### src/rtl/timer_counter.sv
`default_nettype none
// ============================================================================
// Module   : timer_counter
// Purpose  : Memory-mapped down-counting timer with a maskable interrupt
//            request. The bridge decodes the base address, and this block
//            decodes only addr[3:2].
// Revision : 1.0  initial release
// ============================================================================
module timer_counter (
    input  logic        clk,
    input  logic        reset,
    input  logic [31:0] addr,
    input  logic        we,
    input  logic [31:0] din,
    output logic [31:0] dout,
    output logic        irq
);

    localparam logic [1:0] c_REG_CTRL   = 2'd0;
    localparam logic [1:0] c_REG_PRESET = 2'd1;
    localparam logic [1:0] c_REG_COUNT  = 2'd2;
    localparam logic [1:0] c_MODE_AUTO  = 2'd1;

    typedef enum logic [1:0] {
        S_IDLE = 2'd0,
        S_LOAD = 2'd1,
        S_CNT  = 2'd2,
        S_INT  = 2'd3
    } state_t;

    state_t      r_state;
    logic [3:0]  r_ctrl;
    logic [31:0] r_preset;
    logic [31:0] r_count;
    logic        r_irq_flag;

    logic [1:0]  w_sel;
    logic        w_wr_ctrl;
    logic        w_wr_preset;
    logic        w_en;
    logic        w_auto;
    logic        w_unused;

    assign w_sel       = addr[3:2];
    assign w_wr_ctrl   = we && (w_sel == c_REG_CTRL);
    assign w_wr_preset = we && (w_sel == c_REG_PRESET);
    assign w_en        = r_ctrl[0];
    assign w_auto      = (r_ctrl[2:1] == c_MODE_AUTO);
    assign w_unused    = ^{addr[31:4], addr[1:0]};

    // The CPU write comes after the FSM, so it overrides the hardware EN clear in INT.
    always_ff @(posedge clk or posedge reset) begin
        if (reset) begin
            r_state    <= S_IDLE;
            r_ctrl     <= 4'd0;
            r_preset   <= 32'd0;
            r_count    <= 32'd0;
            r_irq_flag <= 1'b0;
        end else begin
            case (r_state)
                S_IDLE: begin
                    if (w_en) begin
                        r_state <= S_LOAD;
                    end
                end
                S_LOAD: begin
                    r_count <= r_preset;
                    r_state <= S_CNT;
                end
                S_CNT: begin
                    if (!w_en) begin
                        r_state <= S_IDLE;
                    end else if (r_count > 32'd1) begin
                        r_count <= r_count - 32'd1;
                    end else begin
                        r_count    <= 32'd0;
                        r_irq_flag <= 1'b1;
                        r_state    <= S_INT;
                    end
                end
                S_INT: begin
                    if (w_auto) begin
                        r_irq_flag <= 1'b0;
                    end else begin
                        r_ctrl[0] <= 1'b0;
                    end
                    r_state <= S_IDLE;
                end
                default: r_state <= S_IDLE;
            endcase

            if (w_wr_ctrl) begin
                r_ctrl     <= din[3:0];
                r_irq_flag <= 1'b0;
            end
            if (w_wr_preset) begin
                r_preset <= din;
            end
        end
    end

    always_comb begin
        dout = 32'd0;
        case (w_sel)
            c_REG_CTRL:   dout = {28'd0, r_ctrl};
            c_REG_PRESET: dout = r_preset;
            c_REG_COUNT:  dout = r_count;
            default:      dout = 32'd0;
        endcase
    end

    assign irq = r_ctrl[3] & r_irq_flag;

endmodule
`default_nettype wire

### config.mk
export PLATFORM = sky130hd
export DESIGN_NAME = timer_counter
export DESIGN_NICKNAME = d
export VERILOG_FILES = /design/src/rtl/timer_counter.sv
export SDC_FILE = /design/constraint.sdc
export NUM_CORES = 1
export LEC_CHECK = 0
export BUFFER_PORTS_ARGS = -buffer_cell sky130_fd_sc_hd__clkbuf_2
export CAP_MARGIN = 5
export CORE_MARGIN = 2
export CORE_UTILIZATION = 35
export DETAILED_ROUTE_END_ITERATION = 10
export SKIP_LAST_GASP = 1
export SLEW_MARGIN = 20
export SYNTH_ARGS = -nofsm -noshare
export SYNTH_HDL_FRONTEND = slang
export SYNTH_SLANG_ARGS = --single-unit
### constraint.sdc
create_clock -name clk -period 3.56 [get_ports clk]
set_clock_uncertainty 0.2 [all_clocks]
set_input_delay 0.356 -clock clk [delete_from_list [all_inputs] [get_ports clk]]
set_output_delay 0.356 -clock clk [all_outputs]
set_load 0.01 [all_outputs]
======== After elaboration in Yosys (flattened, before gate mapping) ========
Index checks and enable logic that the tools add are counted.
operators by class
  muxes and demuxes ....................... 16
  multiply operators ...................... 0
  eq/ne operators ......................... 13
  add/subtract/negate cells ............... 1
  reduce and logical (&&, ||, !) cells .... 11
  divide/modulo/power cells ............... 0
  bitwise operators ....................... 1
  shift-type cells ........................ 0
  $lt $le $gt $ge ......................... 1
operators with widths
  cell                                                                    number
  32-bit one-hot mux with 3 select lines                                  1
  32-bit 2-to-1 mux                                                       2
  32-bit one-hot mux with 2 select lines                                  1
  32-bit by 1-bit > comparator with 1-bit output (second input constant)  1
  32-bit by 1-bit subtractor with 32-bit output (second input constant)   1
  3-bit inequality test (second input constant)                           4
  2-bit one-hot mux with 4 select lines                                   1
  1-bit 2-to-1 mux                                                        7
  2-bit by 1-bit equality test with 1-bit output (second input constant)  3
  2-bit equality test (second input constant)                             3
  2-bit 2-to-1 mux                                                        3
  2-bit inequality test (second input constant)                           3
  2-bit AND reduction                                                     3
  2-bit zero test                                                         2
  4-bit AND reduction                                                     1
  2-bit nonzero test                                                      2
  3-bit nonzero test                                                      1
  1-bit logical AND                                                       2
  1-bit one-hot mux with 2 select lines                                   1
  1-bit bitwise AND                                                       1
storage, ports and cells
  bits in latches ......................... 0
  output and inout port bits .............. 33
  bits in read-only memories .............. 0
  memories kept ........................... 0
  register bits ........................... 71
  bits in writable memories ............... 0
  bits of input ports ..................... 67
  word-level logic and storage cells ...... 49

======== Longest topological paths before layout ========
Gate-level depths: netlist (run 1).
  depth in word-level cells ............... 5
  depth in mapped cells ................... 9

======== Least setup slack after synthesis (run 1) ========
No wires, ideal clock.
  path kind ............................... register to register
  from .................................... register r_count[14]
  to ...................................... register r_count[13]
  cell stages (with the launch flop) ...... 9
  path slack .............................. 0.734 ns
  buffers on the path ..................... 3
  clock period less this slack ............ 2.826 ns
  arrival time ............................ 2.500 ns
  required time ........................... 3.234 ns
  cell sequence ........................... dfrtp_1 -> or4_1 -> clkbuf_2 -> or4_4 -> o311ai_4 -> buf_6 -> buf_8 -> nor3_1 -> a221o_1
on the way
  word-level cells in the longest chain between the ends .. 4
ends and longest elaborated chain
  what                                            RTL line  RTL
  from (decl)                                     34        logic [31:0] r_count;
  from (signal assigned)                          67        r_count <= r_preset;
  from (signal assigned)                          74        r_count <= r_count - 32'd1;
  32-bit by 1-bit > comparator with 1-bit output  73        end else if (r_count > 32'd1) begin
  32-bit 2-to-1 mux                               73
  32-bit 2-to-1 mux                               71        if (!w_en) begin
  32-bit one-hot mux with 2 select lines          60        case (r_state)
No other way between the ends. The select of a mux whose other input is x is not followed.
A chain may end at the register's enable or synchronous reset.

======== Worst setup path in the final report (run 1) ========
  from .................................... register r_count[14]
  to ...................................... register r_count[18]
on the way
  word-level cells in the longest chain between the ends .. 4
  elaborated cells between the ends (all ways) .. 5
ends and longest elaborated chain
  what                                                                                                             RTL line
  32-bit by 1-bit subtractor with 32-bit output or 32-bit by 1-bit > comparator with 1-bit output (tied branches)  74, 73
  32-bit 2-to-1 mux (*)                                                                                            73
  32-bit 2-to-1 mux (*)                                                                                            71
  32-bit one-hot mux with 2 select lines (*)                                                                       60
Every way passes the cells marked *; elsewhere a longest branch is shown, timed or not. The select of a mux whose other input is x is not followed.

==> metrics.txt, run 1 <==
Die Y=111 um; CTS max path bufs=2; Cell Chain, Critical Path=or4_1 > or4_4 > o311ai_4 > buf_4 > o41ai_1 > a221o_1; Horiz. Die Dim=111 um; H-tree levels=3; Mapped Cells=402; CP max-delay cell=or4_1; final setup violation count=0; Final Hold Slack=0.0456 ns; Max Freq=314 MHz; drt drc=0; vias in the first global route=3512; sequential fraction of the synthesis area=44.0%; initial antenna violation count=0; share of the synthesized area in the top cell type=44.0%; setup_tns=0 ns; Starting DRT DRC Count=418; Post-CTS Hold Fix Bufs=0; area grow syn2layout=21.5%; reg2reg end=r_count[18]; worst hold path class=input pin to flip-flop; Worst-Skew Late Latency=0.34 ns; Synth area leaders=dfrtp_1 44%, mux2_2 9.8%, a22o_1 6.1%, o21ai_0 2.4%, clkbuf_1 2.3%; drt pass-1 iters=4; Core ar.=11300 um^2; FP Rows=39; Clk pin slew, worst setup/hold paths=0.06 ns; CP Depth=6; syn avg cell area=10.1 um^2; Power Density=816 nW/um^2; Setup Fix Bufs, Post-CTS=0; die area=12400 um^2; crit path capture type=flip-flop; asr flop ratio synth=100%; GP Congestion=0.864; Initial Utilization=35.7%; CTS buffer count=9; crit path kind=flip-flop to flip-flop; first-pass GRT wire length=18400 um; wire length per cell=18.6 um; Max-slew headroom=38.6%; layout cells sized above 1=32.1%; CP max FO=17; min cycle time layout=3.18 ns; Worst Reg-to-Reg Cells=6; synthesized area=4040 um^2; Nets=528; YS warnings=0; R2R Setup Slk=0.38 ns; vias per inst=5.96; Hold Path End=r_preset[25]; data required time of the worst path=3.58 ns; RSZ-0062 raised after global routing=no; CTS tree=done; hold path depth=2; largest net degree at the start of global routing=72; Worst Max-Slew Pin Slew=0.921 ns; worst hold start=din[25]; # diodes=0; Post-synth EDFFs=0; outcome=finished, final reports clean; #FFs+latches synth=71; crit path DAT=3.20 ns; Synth Flop Type=dfrtp_1; dpl hpwl=7580 um; most frequent cells after synthesis=71 x dfrtp_1, 35 x mux2_2, 28 x a22o_1; global route overflow=0; CP Buf/Inv Count=1; Ports=100; IO buf count=69; FF-to-FF Start=r_count[14]; most common cell in the netlist=dfrtp_1; via count=3619; fin crit share=89.3%; Peak supply drop=0.287 mV; final wirelength=11300 um; Final Max Slew Viols=0; Unique masters post-synth=55; CP top delay family=simple AND/OR/NAND/NOR gates; post_cts resized=0; leakage=2.09 nW; All-Layer GR Usage=18.4%; Root Driver=clkbuf_16; Sink Count=71; maxcap violations=0; final-layout fill cell count=1127; crit start category=flip-flop; Detail Route Antenna Nets=0; delay of the slowest critical-path stage=0.71 ns; biggest area consumer among synthesized cells=dfrtp_1; syn_nets=471; final hold vios=0
## layout by cell type (no fill, tap or decap), drive strengths merged, types with 3 or more instances in the layout
cell type / netlist / final
nand4: 5 / 5
o31a: 5 / 5
nand2: 25 / 25
or4: 12 / 12
mux2: 35 / 35
a21oi: 16 / 16
nand2b: 3 / 3
nor2: 14 / 14
a22oi: 4 / 4
mux2i: 6 / 6
or2: 5 / 5
a221o: 5 / 5
and3: 8 / 8
nor4: 8 / 8
o21ai: 19 / 19
or3: 8 / 8
bufinv: 0 / 5
clkbuf: 26 / 79
nand3: 16 / 16
buf: 10 / 13
a22o: 28 / 28
nor3: 9 / 9
o211ai: 9 / 9
o41ai: 5 / 5
o22ai: 5 / 5
o311ai: 9 / 9
dfrtp: 71 / 71
inv: 6 / 6
nor2b: 5 / 5
## power breakdown
part | total [mW] | switching [mW] | internal, mW
combinational | 1.36 | 0.756 | 0.602
clock | 1.19 | 0.346 | 0.844
sequential | 1.46 | 0.382 | 1.08
## worst reg2reg max path, stage by stage (launching register included)
cell      delay [ns]
dfrtp_1         0.46
or4_1           0.71
or4_4           0.62
o311ai_4        0.39
buf_4           0.30
o41ai_1         0.11
a221o_1         0.27
## metal layers
layer  GRT usage (%)  vias up  wire length [um]
li1                -     1683                 -
met5               0        -                 0
met3            3.43       22               733
met4            6.26        0               234
met2            29.6      153              5230
met1            25.2     1761              5080
## cells by family (layout without fill, tap and decap cells)
family / count (synthesis) / after routing / synth area share (%)
flops: 71 / 71 / 44.0
compound gates: 123 / 123 / 23.2
simple gates: 123 / 123 / 16.6
mux: 41 / 41 / 11.2
buf+inv: 42 / 104 / 4.43
fa+ha+maj: 2 / 2 / 0.619
## final cells by class
type	instances	area, um^2	area share [%]
flip-flops and latches	71	1780	36.2
inverters	6	22.5	0.459
well taps	143	179	3.64
repair buffers	82	443	9.02
clock inverters	6	155	3.16
clock buffers	10	239	4.87
multi-input cells	289	2090	42.7
## through the flow
step                cells  worst slack, ns  util [%]  power [mW]  instance area, um^2
floorplan             402            0.734         -        2.37                 4040
global placement      591            0.455      39.9        2.76                 4520
detailed placement    591            0.426      39.9        2.81                 4520
CTS                   607            0.411      43.4        4.00                 4910
global route          607            0.279      43.4        4.24                 4910
finish                607            0.379      43.4        4.01                 4910
## state kept, by name (all words and copies together) (netlist names)
| signal | count |
|---|---|
| r_count | 32 |
| r_preset | 32 |
| r_ctrl | 4 |
| r_state | 2 |
| r_irq_flag | 1 |
## how the worst max path moves through the flow
stage | start | slack (ns) | endpoint
global route | r_count[14] | 0.28 | r_count[18]
detailed placement | r_count[14] | 0.43 | r_count[18]
global placement | r_count[14] | 0.45 | r_count[18]
floorplan | r_count[14] | 0.73 | r_count[13]
CTS | r_count[14] | 0.41 | r_count[18]
finish | r_count[14] | 0.38 | r_count[18]
No activity file was read; power rests on OpenSTA's default activity.
==> run 2, diff against run 1 <==
--- a/config.mk
+++ b/config.mk
@@ -7,6 +7,7 @@
 export LEC_CHECK = 0
 export BUFFER_PORTS_ARGS = -buffer_cell sky130_fd_sc_hd__clkbuf_2
 export CAP_MARGIN = 5
+export CORE_ASPECT_RATIO = 0.8
 export CORE_MARGIN = 2
 export CORE_UTILIZATION = 35
 export DETAILED_ROUTE_END_ITERATION = 10
==> constraint.sdc (replaced) <==
create_clock -name clk -period 3 [get_ports clk]
set_clock_uncertainty 0.2 [all_clocks]
set_input_delay 0.3 -clock clk [delete_from_list [all_inputs] [get_ports clk]]
set_output_delay 0.3 -clock clk [all_outputs]
set_load 0.01 [all_outputs]
==> metrics.txt, run 2 (same netlist as run 1, synthesis figures left out) <==
Worst-Skew Late Latency=0.34 ns (about the same); metal3 WL=749 um (+2.2%); Cell Chain, Critical Path=or4_1 > or4_4 > o31a_1 > a32oi_1 > o22ai_1; global route overflow=0 (unchanged); Ports=100 (unchanged); Starting DRT DRC Count=198 (-53%); CP max FO=15 (-2); Clk pin slew, worst setup/hold paths=0.06 ns (about the same); Die Y=100 um (-10%); CTS max path bufs=2 (unchanged); min cycle time layout=2.85 ns (-0.334 ns); Post-CTS Hold Fix Bufs=26 (+26); crit path DAT=2.86 ns (-0.34 ns); final setup violation count=0 (unchanged); dpl hpwl=8060 um (+6.3%); RSZ-0062 raised after global routing=no; first-pass GRT wire length=19100 um (+3.7%); die area=12400 um^2 (about the same); CP top delay family=simple AND/OR/NAND/NOR gates; clock share of power=23.1% (-6.6 points); largest net degree at the start of global routing=41 (-43%); Top Metal Used=met4; drt drc=0 (unchanged); initial antenna violation count=0 (unchanged); Met1 Routed Length=5720 um (+12%); Initial Utilization=35.5% (-0.20 points); drt pass-1 iters=4 (unchanged); wire length per cell=18.0 um (-3.3%); combinational group share of total power=40.6% (+6.7 points); setup_tns=0 ns (unchanged); Multi-input gate area=2090 um^2 (unchanged); Max-slew headroom=51.4% (+13 points); Power Density=879 nW/um^2 (+7.8%); outcome=finished, final reports clean; GP Congestion=0.855 (-0.95%); Final Max Slew Viols=0 (unchanged); All-Layer GR Usage=20.0% (+1.6 points); final hold vios=0 (unchanged); leakage=2.24 nW (+7.1%); Post-Layout Cell Count=655 (+7.9%); crit path capture type=flip-flop; FP Rows=35 (-10%); maxcap violations=0 (unchanged); CP max-delay cell=or4_1; sw power=1.79 mW (+21%); worst slack at placement=0.188 ns (-0.239 ns); Worst Max-Slew Pin Slew=0.729 ns (-0.192 ns); delay of the slowest critical-path stage=0.61 ns (-0.10 ns); H-tree levels=3 (unchanged); vias in the first global route=3643 (+3.7%); IO buf count=69 (unchanged); via count=3719 (+2.8%); Max Freq=351 MHz (+12%); Setup Fix Bufs, Post-CTS=0 (unchanged); worst setup margin=0.154 ns (-0.226 ns); vias per inst=5.68 (-4.8%); switching share of total power=39.1% (+2.1 points); most frequent cells in the layout=71 x dfrtp_1, 69 x clkbuf_2, 35 x mux2_2, 29 x buf_4, 28 x a22o_1; # diodes=0 (unchanged); area grow syn2layout=29.0%; Horiz. Die Dim=124 um (+11%); Peak supply drop=0.337 mV (+18%); most common cell after layout, fill and taps aside=dfrtp_1; fin crit share=94.9% (+5.5 points); Nets=571 (+8.1%); Root Driver=clkbuf_16; layout cells sized above 1=32.3% (+0.24 points); CTS buffer count=9 (unchanged); placed cell count=613 (+3.7%); crit start category=flip-flop; P_int=2.79 mW (+11%); data required time of the worst path=3.01 ns (-0.57 ns); CTS tree=done; met2 WL=5160 um (-1.4%); CP Buf/Inv Count=0 (-1); Detail Route Antenna Nets=0 (unchanged); worst hold path class=input pin to flip-flop; crit path kind=flip-flop to flip-flop; final-layout fill cell count=1110 (-1.5%); Core ar.=11400 um^2 (+0.57%); Sink Count=71 (unchanged); Flop pwr share=36.3% (about the same); Largest regs=r_count: 32 flops, r_preset: 32 flops, r_ctrl: 4 flops; storage element area=1780 um^2 (unchanged); final wirelength=11800 um (+4.3%); post_cts resized=0 (unchanged)
[run 2: cell count changes in the layout (fill, tap and decap cells not counted), sizes merged]
cell	delta
dlygate4sd3	+26
buf	+17
bufinv	-4
clkbuf	+2
clkinv	+2
[run 2: metal layers]
metal,up-vias,GRT usage [%]
met5,-,0
met4,0,6.48
met3,14,4.77
met2,126,29.5
met1,1814,29.0
li1,1765,-
[run 2: worst register-to-register path, stage by stage (launching register included)]
cell	delay, ns
dfrtp_1	0.37
or4_1	0.61
or4_4	0.60
o31a_1	0.55
a32oi_1	0.29
o22ai_1	0.10
[run 2: final cells by class]
type                    instances  area share, %
well taps                     148           3.55
repair buffers                125           16.2
inverters                       6          0.432
clock buffers                  12           4.73
clock inverters                 4          0.864
flip-flops and latches         71           34.1
multi-input cells             289           40.2
[run 2: path summary, 6_finish.rpt]
| kind | startpoint | depth (start not counted) | end | slack [ns] |
|---|---|---|---|---|
| worst max-delay path | r_count[14] | 5 | r_count[6] | 0.15 |
| worst min-delay path | din[8] | 2 | r_preset[8] | 0.003 |
| worst max register to register | r_count[14] | 5 | r_count[6] | 0.15 |
| worst min register to register | r_preset[10] | 1 | r_count[10] | 0.32 |
| max in group asynchronous | reset | 4 | r_preset[27] | 1.53 |
| min in group asynchronous | reset | 3 | r_preset[7] | 0.41 |
[run 2: power by group through the flow]
stage               combinational [mW]  clock, mW  sequential (mW)
floorplan                         1.30          0             1.51
global placement                  1.79          0             1.65
detailed placement                1.82          0             1.66
CTS                               1.85       1.08             1.65
global route                      2.07       1.12             1.72
finish                            1.86       1.06             1.66
[run 2: stage by stage]
stage | area [um^2] | utilization, % | power (mW) | hold slack [ns]
finish | 5210 | 45.8 | 4.59 | 0.00272
global route | 5210 | 45.8 | 4.90 | 0.00218
CTS | 5210 | 45.8 | 4.59 | 0.000927
detailed placement | 4660 | 40.9 | 3.48 | 0.249
global placement | 4660 | 40.9 | 3.43 | 0.247
floorplan | 4040 | - | 2.81 | 0.217
==> run 3, diff against run 2 <==
--- a/config.mk
+++ b/config.mk
@@ -11,6 +11,7 @@
 export CORE_MARGIN = 2
 export CORE_UTILIZATION = 35
 export DETAILED_ROUTE_END_ITERATION = 10
+export MAX_ROUTING_LAYER = met4
 export SKIP_LAST_GASP = 1
 export SLEW_MARGIN = 20
 export SYNTH_ARGS = -nofsm -noshare
==> metrics.txt, run 3 (same netlist as run 1, synthesis figures left out) <==
Max-slew headroom=51.0% (-0.39 points); Sink Count=71 (unchanged); initial antenna violation count=0 (unchanged); most frequent cells in the layout=71 x dfrtp_1, 69 x clkbuf_2, 35 x mux2_2, 29 x buf_4, 28 x a22o_1; Ports=100 (unchanged); CTS max path bufs=2 (unchanged); Worst-Skew Late Latency=0.34 ns (about the same); Cell Chain, Critical Path=or4_1 > or4_4 > o31a_1 > a32oi_1 > o22ai_1; reg2reg end=r_count[6]; FF-to-FF Start=r_count[14]; Clk pin slew, worst setup/hold paths=0.06 ns (about the same); dpl hpwl=8060 um (unchanged); All-Layer GR Usage=20.6% (+0.58 points); FP Rows=35 (unchanged); crit path capture type=flip-flop; largest net degree at the start of global routing=41 (unchanged); CP max-delay cell=or4_1; final setup violation count=0 (unchanged); Root Driver=clkbuf_16; delay of the slowest critical-path stage=0.61 ns (about the same); IO buf count=69 (unchanged); worst hold path class=input pin to flip-flop; Die Y=100 um (unchanged); GP Congestion=0.869 (+1.6%); data required time of the worst path=3.01 ns (about the same); hold path depth=2 (unchanged); Horiz. Die Dim=124 um (unchanged); setup_tns=0 ns (unchanged); area grow syn2layout=29.0% (unchanged); crit start category=flip-flop; Peak supply drop=0.337 mV (-0.22%); maxcap violations=0 (unchanged); first-pass GRT wire length=19100 um (about the same); outcome=finished, final reports clean; H-tree levels=3 (unchanged); crit path DAT=2.86 ns (about the same); RSZ-0062 raised after global routing=no; Largest regs=r_count: 32 flops, r_preset: 32 flops, r_ctrl: 4 flops; CTS tree=done; die area=12400 um^2 (unchanged); final wirelength=11800 um (+0.31%); Detail Route Antenna Nets=0 (unchanged); drt drc=0 (unchanged); fin area=5210 um^2 (unchanged); # diodes=0 (unchanged); most common cell after layout, fill and taps aside=dfrtp_1; placed cell area=4660 um^2 (unchanged); via count=3735 (+0.43%); global route overflow=0 (unchanged); drt pass-1 iters=5 (+1); wire length per cell=18.0 um (+0.31%); layout cells sized above 1=32.3% (unchanged); final hold vios=0 (unchanged); CP max FO=15 (unchanged); Starting DRT DRC Count=205 (+3.5%); fin util=45.8% (unchanged); Worst Max-Slew Pin Slew=0.735 ns (+0.00582 ns); worst hold start=din[8]; R2R Setup Slk=0.16 ns (about the same); Power Density=880 nW/um^2 (about the same); Initial Utilization=35.5% (unchanged); Final Hold Slack=0.00221 ns (-0.000511 ns); fin crit share=94.8% (-0.11 points); min cycle time layout=2.84 ns (-0.00322 ns); Nets=571 (unchanged); leakage=2.24 nW (unchanged); CTS buffer count=9 (unchanged); Max Freq=352 MHz (+0.11%); Setup Fix Bufs, Post-CTS=0 (unchanged); vias per inst=5.70 (+0.43%); Hold Path End=r_preset[8]; crit path kind=flip-flop to flip-flop; Worst Reg-to-Reg Cells=5 (unchanged); Final Max Slew Viols=0 (unchanged); Core ar.=11400 um^2 (unchanged); vias in the first global route=3645 (+0.055%)
run 3: cell counts in the layout (fill, tap and decap cells not counted):
No cell type changed its count.
run 3: power breakdown:
group | leakage [nW] | total, mW | internal (mW) | switching, mW
Combinational | 1.24 | 1.86 | 0.851 | 1.01
Clock | 0.146 | 1.06 | 0.662 | 0.397
Sequential | 0.858 | 1.66 | 1.28 | 0.386
Total | 2.24 | 4.59 | 2.79 | 1.79
run 3: cell type report:
cell class / count / area, um^2
clock inverter: 4 / 45.0
sequential: 71 / 1780
multi-input combinational: 289 / 2090
inverter: 6 / 22.5
timing repair buffer: 125 / 843
fill: 1110 / 6170
clock buffer: 12 / 246
tap: 148 / 185
run 3: worst max-delay path, delay by kind of cell (launching register included):
family          cells  cell delay, ns
compound gates      3            0.94
flops               1            0.37
simple gates        2            1.21
run 3: worst max path at each step:
stage,startpoint,end,slack (ns),cells past startpoint
finish,r_count[14],r_count[6],0.16,5
global route,r_count[10],r_count[23],0.05,6
CTS,r_count[14],r_count[6],0.18,5
detailed placement,r_count[14],r_count[6],0.19,5
global placement,r_count[14],r_count[6],0.20,5
floorplan,r_count[14],r_count[13],0.17,8
run 3: what timing repair did:
action	in CTS	in global routing
hold buffers	26	0
endpoints found under the hold margin	56	0
gates resized for setup	0	0
run 3: routing by layer:
metal / routed length, um / vias up / GRT usage (%) / share of wire (%)
met1: 5810 / 1831 / 29.1 / 49
met2: 5190 / 123 / 29.6 / 44
met3: 672 / 13 / 4.55 / 5.7
met4: 132 / 0 / 6.48 / 1.1
met5: 0 / - / - / 0
li1: - / 1768 / - / -
run 3: metrics by stage:
stage	worst slack, ns	power (mW)	std cells
final	0.157	4.59	655
after global routing	0.0544	4.90	655
after CTS	0.178	4.59	655
after detailed placement	0.188	3.48	613
after global placement	0.195	3.43	613
after floorplan	0.174	2.81	402
